<file path="config.mk">
export PLATFORM = sky130hd
export DESIGN_NAME = friscv_uart_tx_flat
export DESIGN_NICKNAME = d
export VERILOG_FILES = /design/src/rtl/friscv_uart_tx_if.sv /design/src/rtl/friscv_uart_tx.sv /design/src/flat_wrapper.sv
export SDC_FILE = /design/constraint.sdc
export NUM_CORES = 1
export LEC_CHECK = 0
export CAP_MARGIN = 25
export CORE_ASPECT_RATIO = 0.75
export CORE_UTILIZATION = 60
export CTS_CLUSTER_SIZE = 10
export DETAILED_ROUTE_END_ITERATION = 12
export PLACE_DENSITY = 0.81
export SLEW_MARGIN = 30
export SYNTH_ARGS = -nofsm -noshare
export SYNTH_HDL_FRONTEND = slang
export SYNTH_SLANG_ARGS = --single-unit
</file>
<file path="constraint.sdc">
create_clock -name aclk -period 3.5 [get_ports aclk]
set_input_delay 0.35 -clock aclk [delete_from_list [all_inputs] [get_ports aclk]]
set_output_delay 0.35 -clock aclk [all_outputs]
set_load 0.01 [all_outputs]
</file>
<file path="src/rtl/friscv_uart_tx_if.sv">
// rtl/friscv_uart_tx_if.sv - byte push handshake into the UART transmit FIFO
interface friscv_uart_tx_if;
    logic       data_valid;
    logic       data_ready;
    logic [7:0] data;

    modport master (output data_valid, output data, input data_ready);
    modport slave  (input data_valid, input data, output data_ready);
endinterface

</file>
<file path="src/rtl/friscv_uart_tx.sv">
// rtl/friscv_uart_tx.sv - 8N1 UART transmitter with byte FIFO and CTS flow control
module friscv_uart_tx #(
    parameter int CLK_DIVIDER = 8,
    parameter int FIFO_DEPTH  = 4
) (
    input  logic              aclk,
    input  logic              areset,
    input  logic              srst,
    friscv_uart_tx_if.slave   push,
    output logic              uart_tx,
    input  logic              uart_cts,
    output logic              busy,
    output logic              fifo_empty
);

    localparam int PW = $clog2(FIFO_DEPTH);
    localparam int CW = $clog2(CLK_DIVIDER);

    typedef enum logic [1:0] {S_IDLE, S_START, S_DATA, S_STOP} state_t;

    state_t          state, state_nxt;
    logic [7:0]      mem [FIFO_DEPTH];
    logic [PW:0]     wr_ptr, rd_ptr;
    logic [7:0]      shift_reg, shift_nxt;
    logic [CW-1:0]   baud_cnt;
    logic [2:0]      bit_cnt;
    logic            fifo_full, push_en, pop, bit_done, frame_go, tx_nxt;

    // Pointer MSBs differ with equal index bits only when the FIFO is full.
    assign fifo_empty      = (wr_ptr == rd_ptr);
    assign fifo_full       = ((wr_ptr ^ rd_ptr) == {1'b1, {PW{1'b0}}});
    assign push.data_ready = !fifo_full;
    assign push_en         = push.data_valid && !fifo_full;
    assign bit_done        = (baud_cnt == CW'(CLK_DIVIDER - 1));
    assign frame_go        = !fifo_empty && uart_cts;

    always_ff @(posedge aclk or posedge areset) begin
        if (areset) begin
            state <= S_IDLE;
        end else if (srst) begin
            state <= S_IDLE;
        end else begin
            state <= state_nxt;
        end
    end

    always_comb begin
        state_nxt = state;
        case (state)
            S_IDLE:  if (frame_go) state_nxt = S_START;
            S_START: if (bit_done) state_nxt = S_DATA;
            S_DATA:  if (bit_done && bit_cnt == 3'd7) state_nxt = S_STOP;
            S_STOP:  if (bit_done) state_nxt = frame_go ? S_START : S_IDLE;
            default: state_nxt = S_IDLE;
        endcase
    end

    // The line level is computed for the state being entered so uart_tx can be registered.
    always_comb begin
        busy      = (state != S_IDLE);
        pop       = frame_go && ((state == S_IDLE) || (state == S_STOP && bit_done));
        shift_nxt = shift_reg;
        if (pop)
            shift_nxt = mem[rd_ptr[PW-1:0]];
        else if (state == S_DATA && bit_done)
            shift_nxt = {1'b0, shift_reg[7:1]};
        case (state_nxt)
            S_START: tx_nxt = 1'b0;
            S_DATA:  tx_nxt = shift_nxt[0];
            default: tx_nxt = 1'b1;
        endcase
    end

    always_ff @(posedge aclk or posedge areset) begin
        if (areset) begin
            wr_ptr    <= '0;
            rd_ptr    <= '0;
            shift_reg <= '0;
            baud_cnt  <= '0;
            bit_cnt   <= '0;
            uart_tx   <= 1'b1;
        end else if (srst) begin
            wr_ptr    <= '0;
            rd_ptr    <= '0;
            shift_reg <= '0;
            baud_cnt  <= '0;
            bit_cnt   <= '0;
            uart_tx   <= 1'b1;
        end else begin
            if (push_en)
                wr_ptr <= wr_ptr + (PW+1)'(1);
            if (pop)
                rd_ptr <= rd_ptr + (PW+1)'(1);
            shift_reg <= shift_nxt;
            uart_tx   <= tx_nxt;
            if (state_nxt != state || state == S_IDLE || bit_done)
                baud_cnt <= '0;
            else
                baud_cnt <= baud_cnt + CW'(1);
            if (state_nxt != state)
                bit_cnt <= '0;
            else if (state == S_DATA && bit_done)
                bit_cnt <= bit_cnt + 3'd1;
        end
    end

    always_ff @(posedge aclk) begin
        if (push_en)
            mem[wr_ptr[PW-1:0]] <= push.data;
    end

endmodule

</file>
<file path="src/flat_wrapper.sv">
// flat-port wrapper written by rule: the top's interface ports become plain ports
module friscv_uart_tx_flat 
#(
    parameter int CLK_DIVIDER = 8,
    parameter int FIFO_DEPTH  = 4
)
  (aclk, areset, srst, uart_tx, uart_cts, busy, fifo_empty, push_data_valid, push_data, push_data_ready);
  friscv_uart_tx_if push_i ();
  input  logic aclk;
  input  logic areset;
  input  logic srst;
  output logic uart_tx;
  input  logic uart_cts;
  output logic busy;
  output logic fifo_empty;
  input wire logic [$bits(push_i.data_valid)-1:0] push_data_valid;
  input wire logic [$bits(push_i.data)-1:0] push_data;
  output wire logic [$bits(push_i.data_ready)-1:0] push_data_ready;
  assign push_i.data_valid = push_data_valid;
  assign push_i.data = push_data;
  assign push_data_ready = push_i.data_ready;
  friscv_uart_tx #(.CLK_DIVIDER(CLK_DIVIDER), .FIFO_DEPTH(FIFO_DEPTH)) u_core (.aclk(aclk), .areset(areset), .srst(srst), .push(push_i), .uart_tx(uart_tx), .uart_cts(uart_cts), .busy(busy), .fifo_empty(fifo_empty));
endmodule
</file>
==> impl_metrics.py, run 1 <==
metrics = {
    "critical_path": {
        "crit_required_ns": 3.15,
        "worst_setup_path_end_kind": "output pin",
        "critPathBufInv": 1,
        "crit_slowest_cell": "dfrtp_1",
        "cpPeakStageDelay_ns": 0.81,
        "startpoint_type": "flop",
        "worst-r2r-cell-count": 4,
        "r2r_start": "u_core.rd_ptr[0]$_DFFE_PP0P_",
        "r2r_setup_slack_ns": 1.13,
        "critical-path-top-delay-family": "flip-flops",
        "arrival_ns": 2.10,
        "crit_fanout": 13,
        "crit_chain": "xor2_2 -> nor3_1 -> clkdlybuf4s50_1",
        "worstReg2RegEnd": "u_core.uart_tx$_DFF_PP1_",
        "crit_type": "flop to output pin",
    },
    "die": {
        "fp.dieH_um": 58.2,
        "die-width_um": 76.9,
        "ios": 17,
        "placeableCoreArea_um2": 4050,
        "std_cell_rows": 20,
        "dieArea_um2": 4480,
        "initial_core_util_pct": 62.3,
    },
    "yosys": {
        "synth-edff-count": 32,
        "yosysMostFrequentCell": "edfxtp_1",
        "avgSynthCellArea_um2": 14.3,
        "synthesis.area_um2": 2530,
        "yosysSeqAreaShare_pct": 60.8,
        "yosysWarningCount": 0,
        "yosysUniqueCellTypes": 39,
        "synth_top_area_cell": "edfxtp_1",
        "synthesis.nets": 199,
        "netlist_instances": 177,
        "synth-seq-cells": 55,
        "async_flop_share_pct": 41.8,
        "synth_top_area_share_pct": 38.0,
        "synth_ff_type": "edfxtp_1",
        "netlist_top_cells_count": "edfxtp_1, dfrtp_1, inv_1, ha_1, mux2i_1",
        "synthTopCellsByArea": "edfxtp_1, dfrtp_1, mux4_2, ha_1, mux2i_1",
    },
    "global_routing": {
        "antenna_found_initial": 0,
        "grt_pass1_wl_mm": 7.14,
        "grt_pass1_vias": 1498,
        "overflow": 0,
        "track_usage_pct": 22.4,
        "grt_max_degree": 24,
    },
    "timing": {
        "slew_headroom_pct": 40.6,
        "tightest_slew_ns": 0.886,
        "maxSlewViolCount": 0,
        "worst_slack_ns": 1.05,
        "fmax_mhz": 408,
        "finalHoldViolCount": 0,
        "clock_skew_ns": 0.00412,
        "final.min_clock_period_ns": 2.45,
        "holdWs_ns": 0.391,
        "rsz0062_at_grt": "no",
        "fin_setup_tns_ns": 0,
        "setup_violations": 0,
        "period_share_pct": 70.0,
    },
    "pwr": {
        "vdd_drop_max_mv": 0.335,
        "power_w": 0.00135,
        "p_per_area_nw_per_um2": 484,
        "leakage_nw": 1.10,
    },
    "drt": {
        "drc_errors": 0,
        "drt_wl_total_mm": 4.23,
        "vias_per_cell": 5.81,
        "drtPass1Iterations": 4,
        "vias": 1429,
        "avgRoutedWirePerCell_um": 17.2,
        "drtAntennaViolNets": 0,
        "drt_iter0_drc": 91,
    },
    "clocking": {
        "clk_path_buf_depth": 2,
        "clk_pin_slew_ns": 0.10,
        "cts_tree": "yes",
        "ctsHoldBuffers": 0,
        "worstSkewPairLatency_ns": 0.31,
        "postCtsSetupRepairBufs": 0,
        "htreeDepth": 2,
        "cts_resized": 0,
        "cts_root_buf": "clkbuf_8",
        "clkSinkCount": 55,
        "numCtsBuffers": 5,
    },
    "job": {
        "max-cap-violations": 0,
    },
    "finish": {
        "seqCellArea_um2": 1540,
        "nNetsFinal": 212,
        "multi_input_area_um2": 898,
        "layout-drive-gt1-share_pct": 12.0,
        "antenna_cells": 0,
        "largest_reg_flops": 32,
        "final_core_util_pct": 69.0,
        "syn_to_final_growth_pct": 10.6,
        "fillers": 302,
    },
    "placement": {
        "io_buffers": 16,
        "gp_congestion": 0.798,
        "pre_cts_slack_ns": 1.17,
        "dp_hpwl_mm": 2.96,
    },
    "status": {
        "outcome": "completed",
    },
    "min_path": {
        "hold_path_class": "input port to asynchronous set/reset pin",
    },
}
-- worst reg2reg max path: cells and delay by family (launching register included) --
family         cells  cell delay (ns)
flip-flops         1             0.81
AO/OA/AOI/OAI      3             1.27
XOR/XNOR           1             0.21
-- metrics by stage --
step           instances  instance area [µm²]
2_1_floorplan        177                 2530
3_3_place_gp         238                 2700
3_5_place_dp         238                 2700
4_1_cts              246                 2800
5_1_grt              246                 2800
6_report             246                 2800
-- metal layers --
layer  GRT usage (%)  wire length, µm  vias to the layer above
li1                -                -                      689
met5               0                0                        -
met3            7.87              171                        8
met1            27.8             1940                      706
met2            36.4             2050                       26
met4            9.62               74                        0
-- power by group --
| part | internal (W) | total [W] | switching (W) |
|---|---|---|---|
| logic | 0.000107 | 0.000218 | 0.000112 |
| registers | 0.000734 | 0.000777 | 0.0000426 |
| clock network | 0.000145 | 0.000356 | 0.000211 |
-- cell families (layout without fill, tap and decap cells) --
| logic type | count (synthesis) | after routing | synth area share (%) |
|---|---|---|---|
| muxes | 19 | 19 | 11.6 |
| and+or+nand+nor | 36 | 36 | 7.53 |
| adders and majority gates | 9 | 9 | 4.46 |
| AOI/OAI and AO/OA | 30 | 30 | 8.61 |
| buffers and inverters | 20 | 34 | 3.61 |
| xor gates and xnor gates | 8 | 8 | 3.37 |
| DFF | 55 | 55 | 60.8 |
-- final cells by class --
type	count	share of cell area, %
clock inverter	3	0.850
multi-input combinational	102	32.1
tap	55	2.46
sequential	55	55.0
timing repair buffer	16	5.73
clock buffer	5	2.46
inverter	10	1.34
-- worst max path at each step --
stage | cells past startpoint | start | slack, ns | end
after CTS | 3 | u_core.rd_ptr[0]$_DFFE_PP0P_ | 1.01 | fifo_empty
after global placement | 4 | u_core.rd_ptr[0]$_DFFE_PP0P_ | 1.27 | u_core.uart_tx$_DFF_PP1_
after detailed placement | 4 | u_core.rd_ptr[0]$_DFFE_PP0P_ | 1.17 | u_core.uart_tx$_DFF_PP1_
after global routing | 4 | u_core.rd_ptr[0]$_DFFE_PP0P_ | 0.86 | u_core.uart_tx$_DFF_PP1_
after floorplan | 8 | u_core.baud_cnt[0]$_DFF_PP0_ | 1.72 | u_core.shift_reg[1]$_DFFE_PP0P_
final | 3 | u_core.rd_ptr[0]$_DFFE_PP0P_ | 1.05 | fifo_empty
-- cells in the final DEF, fill, tap and decap left out, types with 2 or more instances in the layout --
cell type         n
edfxtp_1         32
dfrtp_1          22
clkdlybuf4s50_1  16
inv_1             9
mux2i_1           9
ha_1              9
mux4_2            8
nor3_1            8
and2_1            8
a21oi_1           7
a211oi_1          7
nor2_1            6
nand3_1           5
xnor2_1           5
clkbuf_8          5
o21ai_0           4
nand2_1           3
xor2_2            2
nand3b_1          2
mux2_2            2
clkinv_1          2
Note: power is estimated with default switching activity, not from simulation.
==> inputs of run 2 (changes only) <==
--- a/config.mk
+++ b/config.mk
@@ -7,10 +7,10 @@
 export LEC_CHECK = 0
 export CAP_MARGIN = 25
 export CORE_ASPECT_RATIO = 0.75
-export CORE_UTILIZATION = 60
+export CORE_UTILIZATION = 58
 export CTS_CLUSTER_SIZE = 10
 export DETAILED_ROUTE_END_ITERATION = 12
-export PLACE_DENSITY = 0.81
+export PLACE_DENSITY = 0.79
 export SLEW_MARGIN = 30
 export SYNTH_ARGS = -nofsm -noshare
 export SYNTH_HDL_FRONTEND = slang
==> constraint.sdc (replaced) <==
create_clock -name aclk -period 2.4 [get_ports aclk]
set_input_delay 0.24 -clock aclk [delete_from_list [all_inputs] [get_ports aclk]]
set_output_delay 0.24 -clock aclk [all_outputs]
set_load 0.01 [all_outputs]
==> impl_metrics.py, run 2 (synthesis results as in run 1) <==
metrics = {
    "placement": {
        "post_dp_cell_area_um2": 2750,
        "dp_hpwl_mm": 3.36,
        "gp_congestion": 0.822,
        "io_buffers": 16,
    },
    "critical_path": {
        "crit_slowest_cell": "clkdlybuf4s50_1",
        "cpPeakStageDelay_ns": 0.57,
        "r2r_start": "u_core.baud_cnt[0]$_DFF_PP0_",
        "startpoint": "u_core.rd_ptr[2]$_DFFE_PP0P_",
        "arrival_ns": 1.79,
        "crit_required_ns": 2.16,
        "worst_setup_path_end_kind": "output pin",
        "startpoint_type": "flop",
        "crit_type": "flop to output pin",
        "crit_chain": "xor2_2 -> nor3_1 -> clkdlybuf4s50_1",
        "crit_fanout": 6,
    },
    "global_routing": {
        "grt_max_degree": 24,
        "grt_pass1_wl_mm": 7.41,
        "antenna_found_initial": 0,
        "overflow": 0,
        "track_usage_pct": 22.4,
        "grt_pass1_vias": 1523,
    },
    "finish": {
        "syn_to_final_growth_pct": 12.0,
        "final_cell_mix": "edfxtp_1, dfrtp_1, clkdlybuf4s50_1",
        "fillers": 279,
        "layout_commonest_cell": "edfxtp_1",
        "final_area_um2": 2830,
        "multi_input_area_um2": 898,
        "antenna_cells": 0,
        "nNetsFinal": 218,
        "layout-drive-gt1-share_pct": 14.2,
        "largest_reg_flops": 32,
        "seqCellArea_um2": 1540,
    },
    "timing": {
        "maxSlewViolCount": 0,
        "holdWs_ns": 0.292,
        "fin_setup_tns_ns": 0,
        "period_share_pct": 84.5,
        "final.min_clock_period_ns": 2.03,
        "tightest_slew_ns": 0.825,
        "clock_skew_ns": 0.00424,
        "rsz0062_at_grt": "no",
        "setup_violations": 0,
        "fmax_mhz": 493,
        "finalHoldViolCount": 0,
        "slew_headroom_pct": 44.7,
    },
    "die": {
        "fp.dieH_um": 59.2,
        "placeableCoreArea_um2": 4100,
        "dieArea_um2": 4630,
        "ios": 17,
        "std_cell_rows": 20,
        "initial_core_util_pct": 61.6,
        "die-width_um": 78.2,
    },
    "clocking": {
        "worstSkewPairLatency_ns": 0.30,
        "ctsHoldBuffers": 0,
        "cts_tree": "yes",
        "htreeDepth": 2,
        "cts_resized": 0,
        "clk_pin_slew_ns": 0.09,
        "postCtsSetupRepairBufs": 0,
        "clkSinkCount": 55,
        "cts_root_buf": "clkbuf_8",
        "numCtsBuffers": 5,
        "clk_path_buf_depth": 2,
    },
    "pwr": {
        "leakage_nw": 1.12,
        "power_w": 0.00197,
        "p_per_area_nw_per_um2": 695,
        "vdd_drop_max_mv": 0.425,
    },
    "drt": {
        "vias": 1483,
        "drtAntennaViolNets": 0,
        "vias_per_cell": 5.88,
        "drt_wl_total_mm": 4.58,
        "avgRoutedWirePerCell_um": 18.2,
        "drtPass1Iterations": 4,
        "drc_errors": 0,
        "drt_iter0_drc": 97,
    },
    "status": {
        "outcome": "completed",
    },
    "job": {
        "max-cap-violations": 0,
    },
    "min_path": {
        "hold_path_class": "input port to asynchronous set/reset pin",
    },
}
run 2: worst max-delay path, delay by kind of cell, from the launching register on:
family	cells	cell delay [ns]
buffers and inverters	1	0.57
XOR/XNOR	1	0.24
AND/OR/NAND/NOR	1	0.23
flip-flops	1	0.45
run 2: power breakdown:
part | switching [W] | internal, W
Sequential | 0.0000432 | 0.00107
Combinational | 0.000194 | 0.000170
Clock | 0.000289 | 0.000199
Total | 0.000527 | 0.00144
run 2: cell type report:
| class | instances | area share, % |
|---|---|---|
| Sequential cell | 55 | 54.3 |
| Multi-Input combinational cell | 102 | 31.7 |
| Timing Repair Buffer | 22 | 7.25 |
| Clock buffer | 5 | 2.43 |
| Tap cell | 55 | 2.43 |
| Inverter | 10 | 1.33 |
| Clock inverter | 3 | 0.530 |
run 2: per-layer routing:
metal	track usage, %	vias to the layer above	share of wire, %
li1	-	702	-
met1	30.0	729	45
met4	9.79	0	1.2
met5	0	-	0
met3	4.62	6	5.1
met2	36.2	46	49
run 2: stage by stage:
step	instances	utilization, %	worst slack [ns]
after global routing	252	69.0	0.266
after CTS	252	69.0	0.360
after floorplan	177	-	0.618
after global placement	244	67.0	0.548
after detailed placement	244	67.0	0.438
final	252	69.0	0.371
run 2: path summary, 6_finish.rpt:
path / to / slack [ns] / cells past startpoint
min in group aclk: u_core.baud_cnt[0]$_DFF_PP0_ / 0.45 / 1
max reg2reg: u_core.shift_reg[1]$_DFFE_PP0P_ / 0.47 / 7
max in group asynchronous: u_core.wr_ptr[2]$_DFFE_PP0P_ / 1.72 / 2
min: u_core.wr_ptr[1]$_DFFE_PP0P_ / 0.29 / 2
max: fifo_empty / 0.37 / 3
min reg2reg: u_core.baud_cnt[0]$_DFF_PP0_ / 0.45 / 1
==> inputs of run 3 (changes only) <==
--- a/config.mk
+++ b/config.mk
@@ -7,10 +7,10 @@
 export LEC_CHECK = 0
 export CAP_MARGIN = 25
 export CORE_ASPECT_RATIO = 0.75
-export CORE_UTILIZATION = 58
+export CORE_UTILIZATION = 52
 export CTS_CLUSTER_SIZE = 10
 export DETAILED_ROUTE_END_ITERATION = 12
-export PLACE_DENSITY = 0.79
+export PLACE_DENSITY = 0.74
 export SLEW_MARGIN = 30
 export SYNTH_ARGS = -nofsm -noshare
 export SYNTH_HDL_FRONTEND = slang
==> constraint.sdc (replaced) <==
create_clock -name aclk -period 1.8 [get_ports aclk]
set_input_delay 0.18 -clock aclk [delete_from_list [all_inputs] [get_ports aclk]]
set_output_delay 0.18 -clock aclk [all_outputs]
set_load 0.01 [all_outputs]
==> impl_metrics.py, run 3 (synthesis results as in run 1) <==
metrics = {
    "die": {
        "dieArea_um2": 5150,
        "initial_core_util_pct": 55.3,
        "placeableCoreArea_um2": 4570,
        "ios": 17,
        "fp.dieH_um": 62.4,
        "die-width_um": 82.5,
        "std_cell_rows": 21,
    },
    "critical_path": {
        "crit_required_ns": 1.62,
        "cpPeakStageDelay_ns": 0.51,
        "crit_type": "flop to output pin",
        "startpoint_type": "flop",
        "crit_fanout": 10,
        "crit_slowest_cell": "dfrtp_2",
        "startpoint": "u_core.state[0]$_DFF_PP0_",
        "r2r_start": "u_core.baud_cnt[0]$_DFF_PP0_",
        "crit_chain": "nor2_4 -> inv_1 -> clkdlybuf4s50_1",
        "worst_setup_path_end_kind": "output pin",
        "arrival_ns": 1.56,
    },
    "job": {
        "max-cap-violations": 0,
    },
    "timing": {
        "fmax_mhz": 573,
        "worst_slack_ns": 0.0558,
        "maxSlewViolCount": 0,
        "finalHoldViolCount": 0,
        "setup_violations": 0,
        "tightest_slew_ns": 0.477,
        "slew_headroom_pct": 67.9,
        "period_share_pct": 96.9,
        "clock_skew_ns": 0.0144,
        "holdWs_ns": 0.182,
        "final.min_clock_period_ns": 1.74,
    },
    "placement": {
        "pre_cts_slack_ns": 0.00259,
        "dp_hpwl_mm": 3.29,
        "io_buffers": 16,
        "post_dp_cell_area_um2": 2900,
        "gp_congestion": 0.754,
    },
    "pwr": {
        "intPower_w": 0.00202,
        "switchingPower_w": 0.000790,
        "power_frac_comb_pct": 21.3,
        "seqPwrFrac_pct": 52.9,
        "leakage_nw": 1.22,
        "p_per_area_nw_per_um2": 912,
        "netSwitchingFraction_pct": 28.1,
        "power_w": 0.00281,
        "pwr-share-clk_pct": 25.8,
        "vdd_drop_max_mv": 0.482,
    },
    "drt": {
        "drt_iter0_drc": 130,
        "drt_wl_total_mm": 4.65,
        "drc_errors": 0,
        "drtAntennaViolNets": 0,
        "vias": 1546,
        "vias_per_cell": 5.79,
        "drtPass1Iterations": 4,
        "avgRoutedWirePerCell_um": 17.4,
    },
    "finish": {
        "final_cell_mix": "edfxtp_1, dfrtp_1, clkdlybuf4s50_1",
        "layout_commonest_cell": "edfxtp_1",
        "largest_reg_flops": 32,
        "antenna_cells": 0,
        "fillers": 326,
        "nNetsFinal": 231,
        "layout-drive-gt1-share_pct": 26.7,
        "final_area_um2": 3080,
        "syn_to_final_growth_pct": 21.9,
    },
    "global_routing": {
        "grt_pass1_vias": 1600,
        "overflow": 0,
        "grt_max_degree": 24,
        "antenna_found_initial": 0,
        "track_usage_pct": 20.6,
        "grt_pass1_wl_mm": 7.63,
    },
    "clocking": {
        "numCtsBuffers": 5,
        "clkSinkCount": 55,
        "clk_pin_slew_ns": 0.11,
        "cts_root_buf": "clkbuf_8",
        "postCtsSetupRepairBufs": 0,
        "cts_tree": "yes",
        "worstSkewPairLatency_ns": 0.32,
        "clk_path_buf_depth": 2,
        "htreeDepth": 2,
    },
    "min_path": {
        "hold_path_class": "input port to asynchronous set/reset pin",
    },
    "status": {
        "outcome": "completed",
    },
}
run 3: power by group through the flow:
stage	Combinational, W	Sequential, W	Clock, W
final	0.000597	0.00149	0.000725
after global routing	0.000648	0.00149	0.000781
after CTS	0.000571	0.00148	0.000721
after detailed placement	0.000545	0.00151	0
after global placement	0.000531	0.00150	0
after floorplan	0.000339	0.00149	0
run 3: critical path: cells and delay by family, from the launching register on:
family / cells / cell delay, ns
buf+inv: 2 / 0.56
flops: 1 / 0.51
simple gates: 1 / 0.17
run 3: per-stage QoR:
| stage | TNS, ns | utilization [%] | instances |
|---|---|---|---|
| global placement | 0 | 63.4 | 259 |
| CTS | 0 | 66.2 | 267 |
| finish | 0 | 67.4 | 267 |
| global route | -0.0294 | 67.4 | 267 |
| detailed placement | 0 | 63.4 | 259 |
| floorplan | 0 | - | 177 |
run 3: final timing paths:
check / to / slack, ns / cells after the start
worst max-delay path: busy / 0.06 / 3
worst min-delay path: u_core.shift_reg[3]$_DFFE_PP0P_ / 0.18 / 3
worst max register to register: u_core.uart_tx$_DFF_PP1_ / 0.06 / 7
worst min register to register: u_core.baud_cnt[0]$_DFF_PP0_ / 0.45 / 1
max in group asynchronous: u_core.uart_tx$_DFF_PP1_ / 1.34 / 3
min in group aclk: u_core.baud_cnt[0]$_DFF_PP0_ / 0.45 / 1
run 3: area by class of cell:
cell class | instances | area (µm²) | area share [%]
Tap cell | 57 | 71.3 | 2.32
Multi-Input combinational cell | 102 | 976 | 31.7
Sequential cell | 55 | 1540 | 50.0
Clock inverter | 3 | 27.5 | 0.894
Timing Repair Buffer | 35 | 359 | 11.7
Clock buffer | 5 | 68.8 | 2.23
Inverter | 10 | 37.5 | 1.22
run 3: routing by layer:
layer / up-vias / track usage [%] / routed length [µm]
met5: - / 0 / 0
met4: 0 / 7.11 / 89
met3: 6 / 4.82 / 99
met2: 20 / 31.9 / 2270
met1: 792 / 28.5 / 2190
li1: 728 / - / -
run 3: repair_timing:
item | 4_1_cts | 5_1_grt
endpoints found under the hold margin | 0 | 0
setup endpoints to repair | 5 | 12
hold buffers | 0 | 0
gates resized for setup | 10 | 13
pin swaps | 0 | 2
==> patch 1: new RTL, flow settings as in run 2 <==
Reset style: synchronous (`areset`), changed in 2 clocked blocks.
--- a/src/rtl/friscv_uart_tx.sv
+++ b/src/rtl/friscv_uart_tx.sv
@@ -36,3 +36,3 @@
 
-    always_ff @(posedge aclk or posedge areset) begin
+    always_ff @(posedge aclk) begin
         if (areset) begin
@@ -73,3 +73,3 @@
 
-    always_ff @(posedge aclk or posedge areset) begin
+    always_ff @(posedge aclk) begin
         if (areset) begin
Check against the original RTL: differs if areset is asserted again (counterexample within 4 cycles, from zero or initial values and one cycle with areset high); with areset held inactive, the same outputs for 10 cycles.
==> patch 1 against run 2 <==
- non-clock buffer count is 5 lower
- wire length is 2.6% lower
- synthesized area is 3.7% lower
- cell area is 1.7% lower
- worst setup slack better by 0.016 ns
- die area is 3.6% lower
- synthesized cell count is 4.0% higher
- sequential cell count is 2 higher
Power is not compared: it rests on default switching activity, and its combinational part moved more than twofold at a synthesized area within 25%.
==> patch 1: results (changes against run 2) <==
{| class="wikitable"
! Metric !! Value
|-
| Number of antenna repair diodes || 0 (unchanged)
|-
| 1st-pass router iterations || 4 (unchanged)
|-
| RR Endpoint || u_core.uart_tx
|-
| HPWL Detailed || 3164 um (-5.9%)
|-
| Biggest area contributors in the synthesized netlist || edfxtp_1, dfxtp_1, mux4_2
|-
| Post-Synthesis Net Count || 206 (+3.5%)
|-
| Setup slack of the most critical reg-to-reg path || 0.39 ns (-0.08 ns)
|-
| Total GRT Usage || 22.86% (+0.51 points)
|-
| Total Routed Length || 4466 um (-2.6%)
|-
| Async set-or-reset flop fraction in the synthesized netlist || 0% (-42 points)
|-
| Arrival time reported for the critical path endpoint || 2.27 ns (+0.48 ns)
|-
| Area growth from synthesis to final layout || 14.29%
|-
| Global-route wire length before repair || 7258 um (-2.1%)
|-
| Kind of critical path || flip-flop to flip-flop
|-
| Number of gates given a new drive strength after cts || 0 (unchanged)
|-
| Proportion of total power due to net switching || 21.16%
|-
| Master of the slowest instance on the critical path || o32ai_2
|-
| CTS HTree Levels || 3 (+1)
|-
| Fraction of final layout cells sized beyond drive strength 1 || 13.04% (-1.2 points)
|-
| Number of inserted filler cells in the final layout || 253 (-9.3%)
|-
| Nets || 224 (+2.8%)
|-
| Reg-to-reg critical path startpoint || u_core.baud_cnt[0]
|-
| Clock input transition at the sequential cells of the worst setup and hold paths || 0.06 ns (-0.03 ns)
|-
| Clock skew || 0.009142 ns (+0.004900 ns)
|-
| Top cell family by delay on the critical path || compound AO/OA/AOI/OAI gates
|-
| Number of buffers inserted during clock tree synthesis || 9 (+4)
|-
| Insertion delay to the later sink of the worst-skew pair || 0.33 ns (+0.03 ns)
|-
| Slew at the pin with the worst max-slew slack || 0.8138 ns (-0.01082 ns)
|-
| Number of vias after detailed routing || 1532 (+3.3%)
|-
| Slowest cell delay on critical path || 0.46 ns (-0.11 ns)
|-
| Crit path launch || u_core.baud_cnt[0]
|-
| Result of the run || completed
|-
| RePlAce Congestion || 0.7596 (-7.5%)
|-
| Number of global-route vias before repair || 1592 (+4.5%)
|-
| First-iteration detailed-routing DRC count || 105 (+8.2%)
|-
| Maximum fanout along the worst path || 13 (+7)
|-
| Fraction of the yosys area taken by sequential cells || 60.02% (-0.82 points)
|-
| Distinct cell type count after synthesis || 42 (+7.7%)
|-
| Register-to-Register Path Depth || 6 (-1)
|}
patch 1: changes by cell type in the layout (fill, tap and decap cells not counted), moves of 6 or more:
| cell | change |
|---|---|
| mux2i_1 | -6 |
| a211oi_1 | -6 |
| nand2_1 | +12 |
| dfxtp_1 | +25 |
| a311oi_1 | +6 |
| dfrtp_1 | -22 |
patch 1: kinds of logic (layout without fill, tap and decap cells):
family          count (synthesis)  count (layout)  share of synthesized area, %
mux                            12              12                         9.095
buf+inv                        17              40                         2.980
simple gates                   52              52                         11.05
fa+ha+maj                       9               9                         4.625
compound gates                 30              30                         9.096
flops                          57              57                         60.02
xor+xnor                        7               7                         3.135
patch 1: worst min-delay path by stage:
stage | from | endpoint | slack [ns]
final | u_core.baud_cnt[0] | u_core.baud_cnt[0] | 0.44
after global routing | u_core.baud_cnt[0] | u_core.baud_cnt[0] | 0.47
after CTS | u_core.baud_cnt[0] | u_core.baud_cnt[0] | 0.44
after detailed placement | u_core.baud_cnt[0] | u_core.baud_cnt[0] | 0.43
after global placement | u_core.baud_cnt[0] | u_core.baud_cnt[0] | 0.42
after floorplan | push_data[0] | u_core.mem[0][0] | 0.34
patch 1: final cells by class:
class	count	area (um^2)	area share (%)
Sequential cell	57	1461	52.52
Multi-Input combinational cell	110	900.9	32.37
Timing Repair Buffer	17	167.7	6.025
Clock buffer	15	156.4	5.621
Tap cell	52	65.06	2.338
Inverter	7	26.28	0.9442
Clock inverter	1	5.005	0.1799
patch 1: through the flow:
stage / worst slack (ns) / instances / area (um^2) / total power, mW / util, %
after global routing: 0.2536 / 259 / 2783 / 1.978 / 72.70
after CTS: 0.3859 / 259 / 2783 / 1.929 / 72.70
final: 0.3871 / 259 / 2783 / 1.912 / 72.70
after floorplan: 0.6241 / 184 / 2435 / 1.147 / -
after detailed placement: 0.4226 / 243 / 2621 / 1.195 / 68.49
after global placement: 0.5366 / 243 / 2621 / 1.187 / 68.49
patch 1: metal layers:
layer	part of all wire, %	vias to the layer above	wire length [um]	GRT usage, %
met5	0	-	0	0
met4	1.6	0	73	9.066
met3	6.8	10	303	10.71
met2	48	54	2150	37.88
met1	43	740	1939	26.05
li1	-	728	-	-
patch 1: power groups by stage:
stage / combinational [mW] / sequential [mW] / clock, mW
after floorplan: 0.0675 / 1.08 / 0
after global placement: 0.104 / 1.08 / 0
after detailed placement: 0.110 / 1.08 / 0
after CTS: 0.111 / 1.06 / 0.754
after global routing: 0.120 / 1.06 / 0.793
final: 0.111 / 1.06 / 0.737
patch 1: worst reg2reg max path, stage by stage, from the launching register on:
cell	delay (ns)
dfxtp_1	0.31
ha_1	0.20
ha_1	0.27
and3_1	0.24
o32ai_2	0.46
o21ai_0	0.23
a41oi_1	0.23
==> patch 2: new RTL, flow settings as in run 2 <==
Without the edit above. `FIFO_DEPTH` is set to 4 in 2 places; all go to 8.
--- a/src/rtl/friscv_uart_tx.sv
+++ b/src/rtl/friscv_uart_tx.sv
@@ -3,3 +3,3 @@
     parameter int CLK_DIVIDER = 8,
-    parameter int FIFO_DEPTH  = 4
+    parameter int FIFO_DEPTH  = 8
 ) (
--- a/src/flat_wrapper.sv
+++ b/src/flat_wrapper.sv
@@ -4,3 +4,3 @@
     parameter int CLK_DIVIDER = 8,
-    parameter int FIFO_DEPTH  = 4
+    parameter int FIFO_DEPTH  = 8
 )
Check against the original RTL: not equivalent (a bounded check fails within 10 cycles, from zero or initial values and one cycle with areset high).
==> patch 2 against run 2 <==
- sequential cell count increased by 34
- critical path type unchanged
- cell area grew 58%
- via count grew 49%
- worst setup slack worse by 0.28 ns
- synthesized area up 56%
- combinational power rose by 33%
- non-clock buffer count increased by 11
- wire length up 57%
- total power rose by 71%
- largest power group unchanged
- synthesized cell count grew 47%
==> patch 2: results (changes against run 2) <==
{| class="wikitable"
! Metric !! Value
|-
| Reg-to-reg critical path startpoint || u_core.baud_cnt[0]
|-
| Post-synthesis xor/xnor area fraction || 2.376% (-0.99 points)
|-
| Average wire per standard cell || 19.19 um (+5.5%)
|-
| Total GRT Usage || 21.75% (-0.61 points)
|-
| Global-route wire length before repair || 11390 um (+54%)
|-
| Crit path launch || u_core.wr_ptr[1]
|-
| Biggest area contributors in the synthesized netlist || edfxtp_1, dfrtp_1, mux4_2
|-
| Maximum number of pins on one net before global-route repair || 26 (+8.3%)
|-
| Mux cell area share after synthesis || 11.85% (+0.26 points)
|-
| HPWL Detailed || 4683 um (+39%)
|-
| Post-synthesis compound-gate area fraction || 6.557% (-2.1 points)
|-
| Number of buffers inserted during clock tree synthesis || 9 (+4)
|-
| Number of global-route vias before repair || 2194 (+44%)
|-
| Result of the run || completed
|-
| LEAKAGE || 1.612 nW (+44%)
|-
| Mean area per synthesized cell || 15.13 um^2 (+6.0%)
|-
| Setup WS pre-CTS || 0.3311 ns (-0.1065 ns)
|-
| Main synth FF type || edfxtp_1
|-
| Post-place instance area || 4244 um^2 (+54%)
|-
| Slowest cell delay on critical path || 0.60 ns (+0.03 ns)
|-
| Nets || 307 (+41%)
|-
| Placed cells || 358 (+47%)
|-
| Top cells by instance count after synthesis || edfxtp_1, dfrtp_1, nand2_1, mux4_2, a21oi_1
|-
| Insertion delay to the later sink of the worst-skew pair || 0.35 ns (+0.05 ns)
|-
| Flip-flop count of the largest register, all copies and words added || 64 (+100%)
|-
| RePlAce Congestion || 0.7872 (-4.2%)
|-
| Peak supply drop || 431.3 uV (+1.6%)
|-
| Slew at the pin with the worst max-slew slack || 0.6420 ns (-0.1826 ns)
|-
| Post-Synthesis Net Count || 280 (+41%)
|-
| Number of enable-type register cells in the synthesized netlist || 64 (+100%)
|-
| CTS HTree Levels || 3 (+1)
|-
| Arrival time reported for the critical path endpoint || 2.06 ns (+0.27 ns)
|-
| Total Routed Length || 7177 um (+57%)
|-
| Fraction of final layout cells sized beyond drive strength 1 || 22.53% (+8.3 points)
|-
| Clock skew || 0.008642 ns (+0.004400 ns)
|-
| Routed vias/inst || 5.909 (+0.41%)
|-
| Distinct cell type count after synthesis || 45 (+15%)
|-
| Fraction of the yosys area taken by sequential cells || 64.52% (+3.7 points)
|-
| Share of synthesized cell area in full adder, half adder and majority cells || 1.901% (-2.6 points)
|-
| Async set-or-reset flop fraction in the synthesized netlist || 28.09% (-14 points)
|}
[patch 2: power by group]
part,internal [mW],leakage [nW],switching [mW]
sequential,1.72,0.920,0.0450
combinational,0.236,0.589,0.249
clock,0.590,0.103,0.527
total,2.55,1.61,0.821
[patch 2: cells by family (layout without fill, tap and decap cells)]
kind of cell / after synthesis / after routing
buffers and inverters: 24 / 56
AND/OR/NAND/NOR: 71 / 71
multiplexers: 27 / 27
AO/OA/AOI/OAI: 35 / 35
flip-flops: 89 / 89
adder cells (fa/ha/maj): 6 / 6
XOR/XNOR: 9 / 9
[patch 2: critical path, delay by kind of cell (launching register included)]
kind | cells | cell delay [ns]
flip-flops | 1 | 0.48
AND/OR/NAND/NOR | 1 | 0.39
XOR/XNOR | 1 | 0.25
buffers and inverters | 1 | 0.60
[patch 2: routing by layer]
metal  share of wire, %  global-route usage, %  up-vias
met4                1.9                  8.660        0
li1                   -                      -     1044
met2                 46                  32.63       49
met3                3.5                  5.328       12
met1                 49                  31.27     1105
met5                  0                      0        -
[patch 2: area by class of cell]
class	count	area [um^2]
clock buffers	10	127.6
multi-input cells	148	1274
clock inverters	6	92.59
well taps	81	101.3
repair buffers	33	300.3
inverters	7	26.28
fillers	425	1973
flip-flops and latches	89	2549
[patch 2: worst paths after layout]
path / endpoint / depth (start not counted) / slack [ns]
max: fifo_empty / 3 / 0.1
min: u_core.shift_reg[1] / 3 / 0.24
max reg2reg: u_core.shift_reg[2] / 7 / 0.32
min reg2reg: u_core.baud_cnt[0] / 1 / 0.45
max in group asynchronous: u_core.uart_tx / 3 / 1.87
min in group aclk: u_core.baud_cnt[0] / 1 / 0.45
[patch 2: repair_timing]
item / CTS / global route
hold buffers: 0 / 0
endpoints found under the setup margin: 0 / 1
gates resized for setup: 0 / 1
